$ cat src/rtl/iob_cache_line_fill_iob.sv
// Cache line-fill engine: fetches one cache line from the back-end memory,
// one beat per acknowledge, optionally starting at the critical beat and
// wrapping around the line. Each beat is forwarded combinationally to the
// cache data memory, with an early-restart pulse on the critical beat.
module iob_cache_line_fill_iob #(
    parameter int FE_ADDR_W     = 8,
    parameter int FE_DATA_W     = 32,
    parameter int BE_ADDR_W     = 8,
    parameter int BE_DATA_W     = 32,
    parameter int WORD_OFFSET_W = 2,
    parameter int WRAP_EN       = 1,
    localparam int BE_NBYTES_W  = $clog2(BE_DATA_W / 8),
    localparam int LINE2BE_W    = WORD_OFFSET_W - $clog2(BE_DATA_W / FE_DATA_W),
    localparam int RA_W         = FE_ADDR_W - BE_NBYTES_W,
    localparam int BC_W         = (LINE2BE_W > 0) ? LINE2BE_W : 1
) (
    input  logic                 clk_i,
    input  logic                 reset_i,
    input  logic                 replace_valid_i,
    input  logic [RA_W-1:0]      replace_addr_i,
    output logic                 replace_o,
    output logic                 read_valid_o,
    output logic [BC_W-1:0]      read_addr_o,
    output logic [BE_DATA_W-1:0] read_rdata_o,
    output logic                 crit_valid_o,
    output logic                 done_o,
    output logic [BE_ADDR_W-1:0] be_addr_o,
    output logic                 be_valid_o,
    input  logic                 be_ack_i,
    input  logic [BE_DATA_W-1:0] be_rdata_i
);

    localparam int LINE_W = RA_W - LINE2BE_W;

    typedef enum logic [1:0] {IDLE, FILL, LAST} state_t;

    state_t              r_state;
    logic [LINE_W-1:0]   r_line;
    logic [BC_W-1:0]     r_beat_cnt;
    logic [BC_W-1:0]     r_beats_left;
    logic [BC_W-1:0]     r_crit;
    logic                r_replace;
    logic                r_be_valid;
    logic                r_done;

    logic [LINE_W-1:0]   w_line;
    logic [BC_W-1:0]     w_crit;
    logic [FE_ADDR_W-1:0] w_fe_addr;
    logic                w_beat_done;

    // Split the request into line and critical beat; a one-beat line has no
    // beat field, so the whole request address is the line.
    generate
        if (LINE2BE_W > 0) begin : g_multi_beat
            assign w_line    = replace_addr_i[RA_W-1:LINE2BE_W];
            assign w_crit    = replace_addr_i[LINE2BE_W-1:0];
            assign w_fe_addr = FE_ADDR_W'({r_line, r_beat_cnt}) << BE_NBYTES_W;
        end else begin : g_single_beat
            assign w_line    = replace_addr_i;
            assign w_crit    = '0;
            assign w_fe_addr = FE_ADDR_W'(r_line) << BE_NBYTES_W;
        end
    endgenerate

    assign w_beat_done  = (r_state == FILL) && be_ack_i;

    assign replace_o    = r_replace;
    assign be_valid_o   = r_be_valid;
    assign done_o       = r_done;
    assign be_addr_o    = BE_ADDR_W'(w_fe_addr);
    assign read_valid_o = w_beat_done;
    assign read_addr_o  = r_beat_cnt;
    assign read_rdata_o = be_rdata_i;
    assign crit_valid_o = w_beat_done && (r_beat_cnt == r_crit);

    // Fill sequencer: accept a line in IDLE, count beats in FILL, then one
    // LAST slot covering the data-memory read latency before going idle.
    always_ff @(posedge clk_i or posedge reset_i) begin
        if (reset_i) begin
            r_state      <= IDLE;
            r_line       <= '0;
            r_beat_cnt   <= '0;
            r_beats_left <= '0;
            r_crit       <= '0;
            r_replace    <= 1'b0;
            r_be_valid   <= 1'b0;
            r_done       <= 1'b0;
        end else begin
            case (r_state)
                IDLE: begin
                    if (replace_valid_i) begin
                        r_line       <= w_line;
                        r_crit       <= w_crit;
                        r_beat_cnt   <= (WRAP_EN != 0) ? w_crit : '0;
                        r_beats_left <= BC_W'((1 << LINE2BE_W) - 1);
                        r_state      <= FILL;
                        r_replace    <= 1'b1;
                        r_be_valid   <= 1'b1;
                    end
                end
                FILL: begin
                    if (be_ack_i) begin
                        // Beat counter wraps within the line.
                        r_beat_cnt <= (LINE2BE_W == 0) ? '0 : r_beat_cnt + 1'b1;
                        if (r_beats_left == '0) begin
                            r_state    <= LAST;
                            r_be_valid <= 1'b0;
                            r_done     <= 1'b1;
                        end else begin
                            r_beats_left <= r_beats_left - 1'b1;
                        end
                    end
                end
                LAST: begin
                    r_state   <= IDLE;
                    r_replace <= 1'b0;
                    r_done    <= 1'b0;
                end
                default: begin
                    r_state    <= IDLE;
                    r_replace  <= 1'b0;
                    r_be_valid <= 1'b0;
                    r_done     <= 1'b0;
                end
            endcase
        end
    end

endmodule

$ cat config.mk
export PLATFORM = sky130hd
export DESIGN_NAME = iob_cache_line_fill_iob
export DESIGN_NICKNAME = d
export VERILOG_FILES = /design/src/rtl/iob_cache_line_fill_iob.sv
export SDC_FILE = /design/constraint.sdc
export NUM_CORES = 1
export LEC_CHECK = 0
export ABC_AREA = 1
export BUFFER_PORTS_ARGS = -buffer_cell sky130_fd_sc_hd__buf_2
export CAP_MARGIN = 20
export CORE_ASPECT_RATIO = 0.7
export CORE_MARGIN = 3
export CORE_UTILIZATION = 38
export CTS_CLUSTER_SIZE = 14
export DETAILED_ROUTE_END_ITERATION = 10
export HOLD_SLACK_MARGIN = 0.08
export PLACE_DENSITY = 0.83
export SLEW_MARGIN = 20
export SYNTH_ARGS = -nofsm -noshare
export SYNTH_HDL_FRONTEND = slang
export SYNTH_SLANG_ARGS = --single-unit
$ cat constraint.sdc
create_clock -name clk_i -period 1.5 [get_ports clk_i]
set_input_delay 0.15 -clock clk_i [delete_from_list [all_inputs] [get_ports clk_i]]
set_output_delay 0.15 -clock clk_i [all_outputs]
set_load 0.02 [all_outputs]
## Word level (Yosys, flattened, before mapping)

Cells that the tools add are included.

- Register bits after elaboration: 15
- Bits of input ports: 42
- Logic and storage cells: 51

- Add/subtract/negate cells: 2
- Equality and inequality tests: 7
- Multiplexer cells: 19
- Bitwise logic cells: 3
- Reduce and logical (&&, ||, !) cells: 12

Operators with widths:

| operator | number |
|---|---|
| two-way mux 2 bit | 8 |
| case mux 2 bit (2 select lines) | 3 |
| AND reduction 3 bit | 3 |
| AND reduction 4 bit | 2 |
| inequality test 2 bit (second input constant) | 3 |
| two-way mux 1 bit | 5 |
| logical NOT 2 bit | 2 |
| case mux 1 bit (2 select lines) | 2 |
| AND reduction 2 bit | 2 |
| inverter 1 bit | 3 |
| case mux 1 bit (3 select lines) | 1 |
| adder 2 x 1 -> 2 bit (second input constant) | 1 |
| == test 2 x 1 -> 1 bit (second input constant) | 1 |
| == test 2 bit | 1 |
| == test 2 bit (second input constant) | 1 |
| logical AND 1 bit | 2 |
| inequality test 2 x 1 -> 1 bit (second input constant) | 1 |
| nonzero test 2 bit | 1 |
| subtractor 2 x 1 -> 2 bit (second input constant) | 1 |

## Longest topological paths before layout

- Depth in word-level cells: 4
- Mapped depth: 7

## Worst setup path after synthesis

No wires, ideal clock.

- Path kind: reg-to-output
- Start point: reg r_beat_cnt[1], in the netlist read_addr_o[1]
- End point: out crit_valid_o
- Arrival: 1.162 ns
- Data required time: 1.350 ns
- Setup slack: 0.188 ns
- Cell stages (with the launch flop): 3
- Buffers on the path: 0
- Cell sequence: dfrtp_1 -> xor2_1 -> nor3_1

- Longest elaborated chain between the ends: 2

Ends and longest elaborated chain:

| element | line | text |
|---|---|---|
| start: declaration | 39 | `logic [BC_W-1:0] r_beat_cnt;` |
| start signal: assignment | 94 | `r_beat_cnt <= (WRAP_EN != 0) ? w_crit : '0;` |
| start signal: assignment | 104 | `r_beat_cnt <= (LINE2BE_W == 0) ? '0 : r_beat_cnt + 1'b1;` |
| == test 2 bit | 74 | `assign crit_valid_o = w_beat_done && (r_beat_cnt == r_crit);` |
| logical AND 1 bit | 74 |  |
| end: declaration | 25 | `output logic crit_valid_o,` |

No other way between the ends.

## Worst setup path in the final report

- Start point: reg r_state[1]
- End point: out crit_valid_o

- Longest elaborated chain between the ends: 3

Ends and longest elaborated chain:

| element | line | text |
|---|---|---|
| start: declaration | 37 | `state_t r_state;` |
| start signal: assignment | 80 | `r_state <= IDLE;` |
| start signal: assignment | 96 | `r_state <= FILL;` |
| start signal: assignment | 106 | `r_state <= LAST;` |
| == test 2 x 1 -> 1 bit | 65 | `assign w_beat_done = (r_state == FILL) && be_ack_i;` |
| logical AND 1 bit | 65 |  |
| logical AND 1 bit | 74 |  |

No other way between the ends.

==> run_results.csv <==
group,metric,value,unit
outcome,status,"completed",
sta,setup_violations,0,
sta,slew_headroom,61.46,%
final_layout,final_core_util,38.96,%
floorplanning,die_w,68.64,um
sta,grt_setup_unrepaired,"no",
clocking,cts_tree,"yes",
final_layout,nets,163,
logic_synthesis,avgSynthCellArea,8.217,um^2
global_route,grt_pass1_vias,654,
power_and_ir_drop,max-vdd-ir-drop,1.094,mV
route,viasPerCell,4.490,
final_layout,nFillCells,268,
global_route,grt_use_total,11.52,%
power_and_ir_drop,leakage,0.0005819,uW
sta,fin_worst_skew,0.001582,ns
sta,finalSetupTns,0,ns
flow_run,maxCapViolations,0,
final_layout,final_layout_size_suffix_gt1_share,37.82,%
floorplanning,start_util,41.19,%
route,top_layer_used,"met4",
final_layout,area_growth,-5.396,%
logic_synthesis,synthCells,127,
route,wirelength,1.747,mm
sta,hold_viol,0,
logic_synthesis,ys_seq_area_share,35.97,%
clocking,cts.root.buffer_cell,"clkbuf_8",
critical_path,crit_fanout,4,
placed_design,io_buffers,22,
power_and_ir_drop,finalPower,2230,uW
route,ant_nets,0,
logic_synthesis,synth_warnings,0,
final_layout,insertedDiodeCount,0,
placed_design,pre_cts_ws,0.3096,ns
floorplanning,core_area,0.002534,mm^2
route,drc,0,
route,m1WireLength,786,um
clocking,cts_made_buffers,3,
global_route,grt_pass1_wl,2.939,mm
route,drtPass1Iterations,4,
clocking,clk_path_buf_depth,2,
route,vias,687,
critical_path,required,1.35,ns
logic_synthesis,synthesis.area,0.001044,mm^2
sta,min_period_over_period,94.22,%
route,routedWlPerCell,11.42,um
sta,slew_viol_final,0,
placed_design,dpl.cell_count,147,
critical_path,crit_type,"flop to output pin",
global_route,antenna_found_initial,0,
critical_path,worstPathArrival,1.26,ns
floorplanning,die_h,49.85,um
placed_design,dpl.hpwl,1.330,mm
clocking,clkTransAtPathRegs,0.06,ns
global_route,grt_max_degree,17,
floorplanning,die-area,0.003421,mm^2
floorplanning,rows,15,
power_and_ir_drop,powerDensity,2259,mW/mm^2
route,drtIter0Drc,11,
floorplanning,io_pins,89,
sta,worst_pin_slew,0.5774,ns
clocking,cts.sinks,15,
sta,fmax,707.6,MHz
sta,final.setup.worst_slack,0.08675,ns
final_layout,final_cells,153,
critical_path,cp-end-kind,"output pin",
global_route,overflow,0,
sta,min_period,1.413,ns
logic_synthesis,ys_types,19,
clocking,clk_latency,0.25,ns
route,met2_length,736,um
placed_design,gp_congestion,0.7770,
critical_path,critPathLaunchType,"flop",
route,wl_met3,187,um
logic_synthesis,ys_seq_elements,15,
clocking,htree_levels,1,
min_path,hold_path.class,"input pin to flop",
## synthesized netlist by cell type, drive strengths merged
master / n / area share (%)
ha: 1 / 1.2
nand2: 39 / 16
o21ai: 7 / 5.5
buf: 37 / 27
nand3: 5 / 4.1
dfrtp: 15 / 36
xor2: 2 / 1.7
nor2: 3 / 1.8
nor3: 1 / 0.48
conb: 1 / 0.36
inv: 16 / 5.8
## placed cells by master, fill, tap and decap left out, drive strengths merged
cell type	netlist	routed
nand2	39	39
clkinv	0	1
nor2	3	3
xor2	2	2
clkbuf	0	3
ha	1	1
o21ai	7	7
dfrtp	15	15
nor3	1	1
nand3	5	5
conb	1	2
buf	37	23
inv	16	16
dlygate4sd3	0	1
## per-layer routing
metal,track usage [%],vias to the layer above
met5,0,-
met3,7.062,10
met2,16.48,34
met1,14.31,319
met4,3.300,0
li1,-,324
## cell type report
class / instances / area [um^2] / share of cell area (%)
repair buffers: 24 / 127.6 / 12.93
inverters: 16 / 60.06 / 6.084
well taps: 34 / 42.54 / 4.309
clock buffers: 3 / 41.29 / 4.183
clock inverters: 1 / 5.005 / 0.5070
multi-input cells: 60 / 335.3 / 33.97
flip-flops and latches: 15 / 375.4 / 38.02
## through the flow
step                      cell area [um^2]  hold slack, ns
after floorplan                       1047         0.05148
after global placement               918.4          0.2309
after detailed placement             918.4          0.2421
after CTS                            974.7          0.1342
after global routing                 987.2          0.1510
final                                987.2          0.1359
## registers in the layout, indices dropped and copies added, names as in the netlist
name	cells
read_addr_o	2
replace_o	1
r_crit	2
r_line	4
be_valid_o	1
done_o	1
r_state	2
r_beats_left	2
## critical path, cell delays in order, from the launching register on
cell     delay, ns
dfrtp_1       0.41
inv_2         0.11
nand3_2       0.12
nor3_2        0.18
buf_2         0.18
## logic make-up (layout without fill, tap and decap cells)
logic type,count (synthesis),in the layout,share of synthesized area [%]
buf+inv,53,44,32.73
flops,15,15,35.97
fa+ha+maj,1,1,1.199
xor+xnor,2,2,1.679
compound gates,7,7,5.515
other cells,1,2,0.3594
simple gates,48,48,22.54
## what timing repair did
action	4_1_cts	5_1_grt
endpoints found under the hold margin	15	0
gates resized for setup	0	1
setup endpoints to repair	0	1
hold buffers	1	0
setup buffers	0	1
## power breakdown
group / leakage (uW) / total, uW / internal (uW) / switching (uW)
registers: 0.000181 / 764 / 596 / 167
clock network: 0.0000255 / 330 / 184 / 146
logic: 0.000375 / 1140 / 400 / 736
## worst paths after layout
path                                         from                           to  slack [ns]  depth (start not counted)
setup / recovery           r_state[1]$_DFFE_PP0P_                 crit_valid_o        0.09                          4
hold / removal                  replace_addr_i[2]        r_line[0]$_DFFE_PP0P_        0.14                          3
setup reg to reg           r_state[0]$_DFFE_PP0P_  r_beats_left[0]$_DFFE_PP0P_        0.33                          6
hold reg to reg             r_line[3]$_DFFE_PP0P_        r_line[3]$_DFFE_PP0P_        0.48                          2
max in group asynchronous                 reset_i   read_addr_o[1]$_DFFE_PP0P_        0.62                          3
min in group asynchronous                 reset_i        r_line[1]$_DFFE_PP0P_        0.51                          3
Power figures use the tool's default switching activity.
